--- config.mk ---
export PLATFORM = sky130hd
export DESIGN_NAME = lcd_spi_rx
export DESIGN_NICKNAME = d
export VERILOG_FILES = /design/src/rtl/lcd_spi_rx.sv
export SDC_FILE = /design/constraint.sdc
export NUM_CORES = 1
export LEC_CHECK = 0
export CORE_UTILIZATION = 57
export DETAILED_ROUTE_END_ITERATION = 12
export PLACE_DENSITY_LB_ADDON = 0.15
export SETUP_SLACK_MARGIN = 0.02
export SYNTH_ARGS = -nofsm -noshare
export SYNTH_HDL_FRONTEND = slang
export SYNTH_SLANG_ARGS = --single-unit
--- constraint.sdc ---
create_clock -name clk -period 2.35 [get_ports clk]
set_clock_uncertainty 0.2 [all_clocks]
set_input_delay 0.47 -clock clk [delete_from_list [all_inputs] [get_ports clk]]
set_output_delay 0.47 -clock clk [all_outputs]
set_load 0.01 [all_outputs]
--- src/rtl/lcd_spi_rx.sv ---
// Receive side of the 4-wire LCD SPI bus: deserialises bytes, classifies them as
// command/parameter, tracks the CASET/RASET address window and emits RGB565 pixels.
module lcd_spi_rx #(
  parameter int X_W    = 9,
  parameter int DEF_XE = 239,
  parameter int DEF_YE = 319
) (
  input  logic           clk,
  input  logic           resetn,
  input  logic           sclk,
  input  logic           cs_n,
  input  logic           dc,
  input  logic           sdi,
  output logic           cmd_valid,
  output logic           param_valid,
  output logic [7:0]     byte_out,
  output logic           pix_valid,
  output logic [15:0]    pix_data,
  output logic [X_W-1:0] pix_x,
  output logic [X_W-1:0] pix_y,
  output logic           frame_done
);

  localparam logic [X_W-1:0] XE_RST = X_W'(DEF_XE);
  localparam logic [X_W-1:0] YE_RST = X_W'(DEF_YE);

  typedef enum logic [2:0] {ST_IDLE, ST_CASET, ST_RASET, ST_RAMWR, ST_OTHER} state_t;

  logic sclk_meta_q, sclk_meta_d, sclk_sync_q, sclk_sync_d, sclk_prev_q, sclk_prev_d;
  logic cs_meta_q, cs_meta_d, cs_sync_q, cs_sync_d;
  logic dc_meta_q, dc_meta_d, dc_sync_q, dc_sync_d;
  logic sdi_meta_q, sdi_meta_d, sdi_sync_q, sdi_sync_d;

  logic [2:0]     bit_cnt_q, bit_cnt_d;
  logic [6:0]     sr_q, sr_d;
  logic           byte_stb_q, byte_stb_d;
  logic [7:0]     byte_q, byte_d;
  logic           byte_dc_q, byte_dc_d;

  state_t         state_q, state_d;
  logic [1:0]     pcnt_q, pcnt_d;
  logic [7:0]     p0_q, p0_d, p1_q, p1_d, p2_q, p2_d;
  logic [X_W-1:0] xs_q, xs_d, xe_q, xe_d, ys_q, ys_d, ye_q, ye_d;
  logic [X_W-1:0] cur_x_q, cur_x_d, cur_y_q, cur_y_d;
  logic           phase_q, phase_d;
  logic [7:0]     hi_q, hi_d;

  logic           cmd_valid_q, cmd_valid_d, param_valid_q, param_valid_d;
  logic [7:0]     byte_out_q, byte_out_d;
  logic           pix_valid_q, pix_valid_d, frame_done_q, frame_done_d;
  logic [15:0]    pix_data_q, pix_data_d;
  logic [X_W-1:0] pix_x_q, pix_x_d, pix_y_q, pix_y_d;

  logic           sclk_rise;
  logic [X_W-1:0] win_start, win_end;

  assign sclk_rise = sclk_sync_q & ~sclk_prev_q;
  // Window coordinates keep only the low X_W bits of the 16-bit parameters.
  assign win_start = X_W'({p0_q, p1_q});
  assign win_end   = X_W'({p2_q, byte_q});

  always_comb begin
    sclk_meta_d = sclk;   sclk_sync_d = sclk_meta_q;  sclk_prev_d = sclk_sync_q;
    cs_meta_d   = cs_n;   cs_sync_d   = cs_meta_q;
    dc_meta_d   = dc;     dc_sync_d   = dc_meta_q;
    sdi_meta_d  = sdi;    sdi_sync_d  = sdi_meta_q;

    bit_cnt_d  = bit_cnt_q;
    sr_d       = sr_q;
    byte_stb_d = 1'b0;
    byte_d     = byte_q;
    byte_dc_d  = byte_dc_q;
    if (cs_sync_q) begin
      bit_cnt_d = '0;
    end else if (sclk_rise) begin
      sr_d      = {sr_q[5:0], sdi_sync_q};
      bit_cnt_d = bit_cnt_q + 3'd1;
      if (bit_cnt_q == 3'd7) begin
        byte_stb_d = 1'b1;
        byte_d     = {sr_q, sdi_sync_q};
        byte_dc_d  = dc_sync_q;
      end
    end

    state_d = state_q;  pcnt_d = pcnt_q;
    p0_d = p0_q;  p1_d = p1_q;  p2_d = p2_q;
    xs_d = xs_q;  xe_d = xe_q;  ys_d = ys_q;  ye_d = ye_q;
    cur_x_d = cur_x_q;  cur_y_d = cur_y_q;
    phase_d = phase_q;  hi_d = hi_q;
    cmd_valid_d = 1'b0;  param_valid_d = 1'b0;  pix_valid_d = 1'b0;  frame_done_d = 1'b0;
    byte_out_d = byte_out_q;  pix_data_d = pix_data_q;
    pix_x_d = pix_x_q;  pix_y_d = pix_y_q;

    if (byte_stb_q) begin
      if (!byte_dc_q) begin
        // Any command aborts partial parameters and an odd pixel byte.
        cmd_valid_d = 1'b1;
        byte_out_d  = byte_q;
        pcnt_d      = '0;
        phase_d     = 1'b0;
        case (byte_q)
          8'h2A:   state_d = ST_CASET;
          8'h2B:   state_d = ST_RASET;
          8'h2C: begin
            state_d = ST_RAMWR;
            cur_x_d = xs_q;
            cur_y_d = ys_q;
          end
          default: state_d = ST_OTHER;
        endcase
      end else begin
        case (state_q)
          ST_CASET, ST_RASET: begin
            param_valid_d = 1'b1;
            byte_out_d    = byte_q;
            pcnt_d        = pcnt_q + 2'd1;
            case (pcnt_q)
              2'd0: p0_d = byte_q;
              2'd1: p1_d = byte_q;
              2'd2: p2_d = byte_q;
              default: begin
                if (state_q == ST_CASET) begin
                  xs_d = win_start;
                  xe_d = win_end;
                end else begin
                  ys_d = win_start;
                  ye_d = win_end;
                end
                state_d = ST_OTHER;
              end
            endcase
          end
          ST_RAMWR: begin
            if (!phase_q) begin
              hi_d    = byte_q;
              phase_d = 1'b1;
            end else begin
              phase_d     = 1'b0;
              pix_valid_d = 1'b1;
              pix_data_d  = {hi_q, byte_q};
              pix_x_d     = cur_x_q;
              pix_y_d     = cur_y_q;
              cur_x_d     = (cur_x_q == xe_q) ? xs_q : cur_x_q + X_W'(1);
              if (cur_x_q == xe_q) begin
                if (cur_y_q == ye_q) begin
                  cur_y_d      = ys_q;
                  frame_done_d = 1'b1;
                end else begin
                  cur_y_d = cur_y_q + X_W'(1);
                end
              end
            end
          end
          default: begin
            param_valid_d = 1'b1;
            byte_out_d    = byte_q;
          end
        endcase
      end
    end
  end

  always_ff @(posedge clk) begin
    if (!resetn) begin
      sclk_meta_q <= 1'b0;  sclk_sync_q <= 1'b0;  sclk_prev_q <= 1'b0;
      cs_meta_q   <= 1'b1;  cs_sync_q   <= 1'b1;
      dc_meta_q   <= 1'b1;  dc_sync_q   <= 1'b1;
      sdi_meta_q  <= 1'b1;  sdi_sync_q  <= 1'b1;
      bit_cnt_q   <= '0;    sr_q        <= '0;
      byte_stb_q  <= 1'b0;  byte_q      <= '0;    byte_dc_q <= 1'b0;
      state_q     <= ST_IDLE;
      pcnt_q      <= '0;
      p0_q <= '0;  p1_q <= '0;  p2_q <= '0;
      xs_q <= '0;  xe_q <= XE_RST;  ys_q <= '0;  ye_q <= YE_RST;
      cur_x_q <= '0;  cur_y_q <= '0;
      phase_q <= 1'b0;  hi_q <= '0;
      cmd_valid_q <= 1'b0;  param_valid_q <= 1'b0;  pix_valid_q <= 1'b0;  frame_done_q <= 1'b0;
      byte_out_q <= '0;  pix_data_q <= '0;  pix_x_q <= '0;  pix_y_q <= '0;
    end else begin
      sclk_meta_q <= sclk_meta_d;  sclk_sync_q <= sclk_sync_d;  sclk_prev_q <= sclk_prev_d;
      cs_meta_q   <= cs_meta_d;    cs_sync_q   <= cs_sync_d;
      dc_meta_q   <= dc_meta_d;    dc_sync_q   <= dc_sync_d;
      sdi_meta_q  <= sdi_meta_d;   sdi_sync_q  <= sdi_sync_d;
      bit_cnt_q   <= bit_cnt_d;    sr_q        <= sr_d;
      byte_stb_q  <= byte_stb_d;   byte_q      <= byte_d;   byte_dc_q <= byte_dc_d;
      state_q     <= state_d;
      pcnt_q      <= pcnt_d;
      p0_q <= p0_d;  p1_q <= p1_d;  p2_q <= p2_d;
      xs_q <= xs_d;  xe_q <= xe_d;  ys_q <= ys_d;  ye_q <= ye_d;
      cur_x_q <= cur_x_d;  cur_y_q <= cur_y_d;
      phase_q <= phase_d;  hi_q <= hi_d;
      cmd_valid_q <= cmd_valid_d;  param_valid_q <= param_valid_d;
      pix_valid_q <= pix_valid_d;  frame_done_q <= frame_done_d;
      byte_out_q <= byte_out_d;  pix_data_q <= pix_data_d;
      pix_x_q <= pix_x_d;  pix_y_q <= pix_y_d;
    end
  end

  assign cmd_valid   = cmd_valid_q;
  assign param_valid = param_valid_q;
  assign byte_out    = byte_out_q;
  assign pix_valid   = pix_valid_q;
  assign pix_data    = pix_data_q;
  assign pix_x       = pix_x_q;
  assign pix_y       = pix_y_q;
  assign frame_done  = frame_done_q;

endmodule

======== After elaboration in Yosys (flattened, before gate mapping) ========
Cells that the tools add are included.
operators by class
  add/sub/neg operators ................... 4
  eq/ne operators ......................... 17
  muxes and demuxes ....................... 27
  bitwise operators ....................... 8
  reductions and logical operators ........ 25
operators with widths
  operator                                        count
  2-to-1 mux 9 bit                                11
  AND reduction 4 bit                             7
  == test 8 x 6 -> 1 bit (second input constant)  3
  adder 9 x 1 -> 9 bit (second input constant)    2
  == test 9 bit                                   2
  2-to-1 mux 8 bit                                2
  AND reduction 5 bit                             3
  AND reduction 2 bit                             5
  2-to-1 mux 3 bit                                3
  case mux 3 bit (3 select lines)                 1
  AND reduction 3 bit                             3
  2-to-1 mux 1 bit                                8
  != test 2 x 1 -> 1 bit (second input constant)  4
  inverter 1 bit                                  7
  == test 3 x 2 -> 1 bit (second input constant)  2
  AND reduction 6 bit                             1
  OR reduction 3 bit                              2
  2-to-1 mux 2 bit                                2
  != test 2 bit (second input constant)           2
  OR reduction 2 bit                              2
  adder 3 x 1 -> 3 bit (second input constant)    1
  == test 3 x 1 -> 1 bit (second input constant)  1
  == test 3 bit (second input constant)           1
  adder 2 x 1 -> 2 bit (second input constant)    1
  other kinds (5)                                 5
storage, ports and cells
  register bits after elaboration ......... 153
  input bits .............................. 6
  output and inout port bits .............. 46
  word-level logic and storage cells ...... 116

======== Depth between registers and ports, before layout ========
  word-level depth ........................ 6
  gate-level depth with buffers ........... 8
  mapped depth without buffers ............ 6

======== Least setup slack after synthesis ========
Ideal clock, no wire load.
  path type ............................... reg-to-reg
  start point ............................. register cur_x_q[6]
  end point ............................... register cur_y_q[4]
  setup time .............................. 128 ps
  arrival time ............................ 1,561 ps
  data required time ...................... 2,022 ps
  path slack .............................. 461 ps
  cell stages (with the launch flop) ...... 9
  buffers on the path ..................... 3
  clock period less this slack ............ 1,889 ps
  path through ............................ dfxtp_1 > buf_6 > xnor2_1 > nand3_1 > o31a_1 > buf_2 > buf_2 > a211oi_1 > o22ai_1
between the ends
  cells in the longest elaborated chain, start to end .. 3
RTL lines
  what                                     line  text
  start, declared                          44    logic [X_W-1:0] cur_x_q, cur_x_d, cur_y_q, cur_y_d;
  start signal, assigned                   190   cur_x_q <= cur_x_d; cur_y_q <= cur_y_d;
  == test 9 bit                            144   if (cur_x_q == xe_q) begin
  != test 2 x 1 -> 1 bit (no source line)  -
  AND reduction 5 bit (no source line)     -
  end signal, assigned                     190
  end, declared                            44
Every way passes these cells.
A chain may end at the register's enable or synchronous reset.

======== Final worst setup path ========
  start point ............................. register state_q[1]
  end point ............................... register frame_done_q, in the netlist frame_done
between the ends
  cells in the longest elaborated chain, start to end .. 2
RTL lines
  what                                  line  text
  start, declared                       40    state_t state_q, state_d;
  start signal, assigned                186   state_q <= state_d;
  == test 3 x 2 -> 1 bit                112   case (state_q)
  AND reduction 6 bit (no source line)  -
  end signal, assigned                  193   pix_valid_q <= pix_valid_d; frame_done_q <= frame_done_d;
  end, declared                         50    logic pix_valid_q, pix_valid_d, frame_done_q, frame_done_d;
Every way passes these cells.

==> out/summary.md <==
The run finished with clean final reports. Yosys mapped the design onto 52 distinct sky130hd cell types. The antenna diode instance count came out at 0. The logs give 818 for the number of filler cells placed in the layout and 728 for the count of mapped cells out of synthesis. The run gives 2.695 nW as the leakage power total. Summing the areas of all and, or, nand and nor instances in the mapped netlist gives 23.45% of the synthesized area. In this run the remaining antenna-violating nets after routing total 0.

Setup repair after global routing left no endpoint under its margin. Together, buffers and inverters on the worst path number 0. The die covers 0.01136 mm2. Slew at the pin closest to its max-slew limit: 0.7034 ns. Final critical path time including I/O delays and setup: 2.182 ns. The cell total after placement came out at 902. For the worst setup path, the data arrival time is 2.39 ns. The run gives 0.53 ns as the clock latency at the later pin of the worst-skew pair. The worst setup path is launched from a flip-flop. Share of the synthesized netlist area taken by xor and xnor gates: 3.089%. Summing the sequential cell areas from Yosys gives 49.11% of the chip area. The H-tree was split into 4 levels.

The net count of the mapped netlist is 742, and the final max-slew violation count is 0. The post-synthesis compound-gate area fraction came out at 11.57%. The kind of cell with the highest combined delay along the critical path is simple AND/OR/NAND/NOR gates. The share of synthesized area in the top cell type comes to 49.11%.

Once routing completed, OpenROAD measured the worst setup slack at 0.1684 ns. Row generation in the floorplan step produced 37 rows. sky130_fd_sc_hd__dfxtp_1 takes more of the synthesized area than any other cell.

For this run, the top clock speed supported by timing is 0.4584 GHz. The mean routed wirelength per cell was 16.10 um. The most frequently used flop master after synthesis was sky130_fd_sc_hd__dfxtp_1. The detail-routed via count per cell was 5.693; the share of cell area taken by muxes after synthesis was 7.222%. The number of synthesized register bits was 153; the number of global-route vias before repair was 5123. In the layout the commonest cells are 190 x sky130_fd_sc_hd__nand2_1, 152 x sky130_fd_sc_hd__dfxtp_1, 77 x sky130_fd_sc_hd__a21oi_1.

The dominant combinational cell family by area after synthesis was simple AND/OR/NAND/NOR gates. Max-cap violations in this run came to 0. Overall power consumption after layout is estimated at 5.573 mW.

The final cell area excluding filler cells was 0.007622 mm2. The tools report the number of nets in the layout as 799. Once placement finished, the instance area stood at 0.006982 mm2. Dividing the final minimum period by the clock period gives 92.84%.

Clock-pin slew was measured on the worst setup and hold paths at 0.06 ns. In this run the post-CTS setup repair buffer count came out at 0. VDD sags by at most 712.4 uV. For this run, the total global-route usage over all layers was measured as 28.34%. Once the floorplan was initialized, standard cells occupied 59.61% of the core. The tools report the wire length of the first global-routing pass as 25030 um. The category of the most critical setup path is flip-flop to flip-flop. For the worst hold margin, the log shows 0.2066 ns.

The run gives 44 as the largest net degree at the start of global routing. Final design utilization: 72.85%. TritonCTS built the clock tree.

For the warning count from the yosys run, the log shows 0. Setup violations remaining at the end of the flow were counted as 0. The path class of the tightest hold or removal check is flip-flop to flip-flop. In this design, the stage delay of the slowest critical-path cell is 0.50 ns. The maximum count of clock buffers along a single path is 2. The slowest cell on the critical path is sky130_fd_sc_hd__dfxtp_1.

The register with the most flip-flops in the layout has 16 of them. For the worst relative slew slack, the log shows 53.11%. The routability-driven placement congestion ratio was 0.9220; the total length of routed wires was 15040 um. In the post-synthesis netlist, the biggest area contributors are sky130_fd_sc_hd__dfxtp_1 49%, sky130_fd_sc_hd__nand2_1 11%, sky130_fd_sc_hd__mux2i_1 7.2%. The tools report the critical path capture point type as a flip-flop. Detailed placement finished with a half-perimeter wire length of 10040 um. The tree is rooted in a sky130_fd_sc_hd__clkbuf_8. Counting buffers and inverters, the worst setup path is 5 cells deep. Before CTS, the worst setup slack after placement is 0.07530 ns.

The initial antenna violation count is 0, and the number of sinks driven by the clock tree is 153. Total of buffers placed on input and output ports: 51. The library cell used most frequently in the layout, excluding fill and tap cells, is sky130_fd_sc_hd__nand2_1. After detailed routing, the number of remaining DRC violations is 0. Measured along the x axis, the die boundary spans 106.6 um. Counting cells, the worst reg-to-reg path comes to 5. Clock tree synthesis inserted a total of 17 buffers. Traced cell by cell, the critical path runs through nand3b_1 -> or2_2 -> nor2_1 -> nand2_1 -> nor4_1. Detailed routing inserted a total of 5317 vias. For this design the ratio of total power to cell area is 731.1 mW/mm2. The run gives 0 ns as the final total negative setup slack.

Of the cells placed in the final design, the portion with a size suffix greater than 1 is 10.28%. The number of enable flip-flop cells after synthesis works out to 0. In this run the count of I/O pins placed on the die edge is 52.

The iteration count of the initial detailed-routing pass is 5, and the maximum fanout along the worst path is 13. The share of flip-flops with an asynchronous set or reset after synthesis is 0%. The synthesized netlist devotes 1.605% of its cell area to adder and majority cells. The depth of the worst hold-timing path was 1; the cell area after synthesis was 0.006237 mm2. In this run the vertical extent of the chip is 106.6 um.

The tools report the worst endpoint required time as 2.55 ns. Final count of hold timing violations: 0. The logs give 0 for the global route total overflow and 0.01046 mm2 for the area inside the core boundary. The iteration-0 DRC count of the detailed router came out at 371. The synthesized area per cell is 8.568 um2. The area growth from synthesis to layout was 22.21%; the filler-free cell count of the finished design was 934.
cells in the mapped netlist (4+ instances only):
cell	number
sky130_fd_sc_hd__nand2_1	190
sky130_fd_sc_hd__dfxtp_1	153
sky130_fd_sc_hd__a21oi_1	77
sky130_fd_sc_hd__nor2_1	53
sky130_fd_sc_hd__mux2i_1	45
sky130_fd_sc_hd__nand3_1	29
sky130_fd_sc_hd__clkbuf_1	27
sky130_fd_sc_hd__xnor2_1	13
sky130_fd_sc_hd__buf_2	11
sky130_fd_sc_hd__o22ai_1	9
sky130_fd_sc_hd__xor2_1	9
sky130_fd_sc_hd__ha_1	8
sky130_fd_sc_hd__and2_1	7
sky130_fd_sc_hd__buf_4	7
sky130_fd_sc_hd__nand2b_1	7
sky130_fd_sc_hd__o21ai_0	7
sky130_fd_sc_hd__a31oi_1	6
sky130_fd_sc_hd__nor2b_1	5
sky130_fd_sc_hd__nor3_1	5
sky130_fd_sc_hd__a211oi_1	4
sky130_fd_sc_hd__nand3b_1	4
sky130_fd_sc_hd__nand4b_1	4
sky130_fd_sc_hd__nor4_1	4
sky130_fd_sc_hd__or2_2	4
layout make-up:
class,instances,area [um2],area share [%]
clock buffers,25,504.2,6.615
clock inverters,7,135.1,1.773
inverters,4,15.01,0.1970
multi-input cells,524,2930,38.44
flip-flops and latches,153,3064,40.20
well taps,136,170.2,2.232
repair buffers,85,803.3,10.54
report_power, final:
| part | internal [mW] | total [mW] | switching [mW] |
|---|---|---|---|
| clock network | 1.89 | 2.90 | 1.01 |
| registers | 2.60 | 2.60 | 0.00196 |
| logic | 0.0224 | 0.0696 | 0.0472 |
| total | 4.52 | 5.57 | 1.06 |
metal layers:
layer / global-route usage (%) / share of wire, % / vias up / wire [um]
met5: 0 / 0 / - / 0
met4: 12.33 / 2.3 / 0 / 351
met3: 6.018 / 5.5 / 36 / 830
met2: 45.07 / 48 / 164 / 7149
met1: 37.20 / 45 / 2547 / 6705
li1: - / - / 2570 / -
path summary, 6_finish.rpt:
path	start	to	slack [ns]
max	state_q[1]	frame_done	0.17
min	dc_meta_q	dc_sync_q	0.21
max reg2reg	state_q[1]	frame_done	0.17
min reg2reg	dc_meta_q	dc_sync_q	0.21
worst register-to-register path, stage by stage (launching register included):
cell and delay [ns]:
sky130_fd_sc_hd__dfxtp_1 0.50, sky130_fd_sc_hd__nand3b_1 0.23, sky130_fd_sc_hd__or2_2 0.50, sky130_fd_sc_hd__nor2_1 0.26, sky130_fd_sc_hd__nand2_1 0.09, sky130_fd_sc_hd__nor4_1 0.28
kinds of logic (layout without fill, tap and decap cells):
group | count (synthesis) | in the layout
DFF | 153 | 153
xor gates and xnor gates | 22 | 22
adders and majority gates | 8 | 8
muxes | 45 | 45
buffers and inverters | 51 | 121
and+or+nand+nor | 328 | 328
AOI/OAI and AO/OA | 121 | 121
repair_timing:
item                       4_1_cts  5_1_grt
setup endpoints to repair        0        2
hold endpoints to repair         0        0
hold buffers                     0        0
resized for setup                0        1
(Power assumes the default switching activity.)
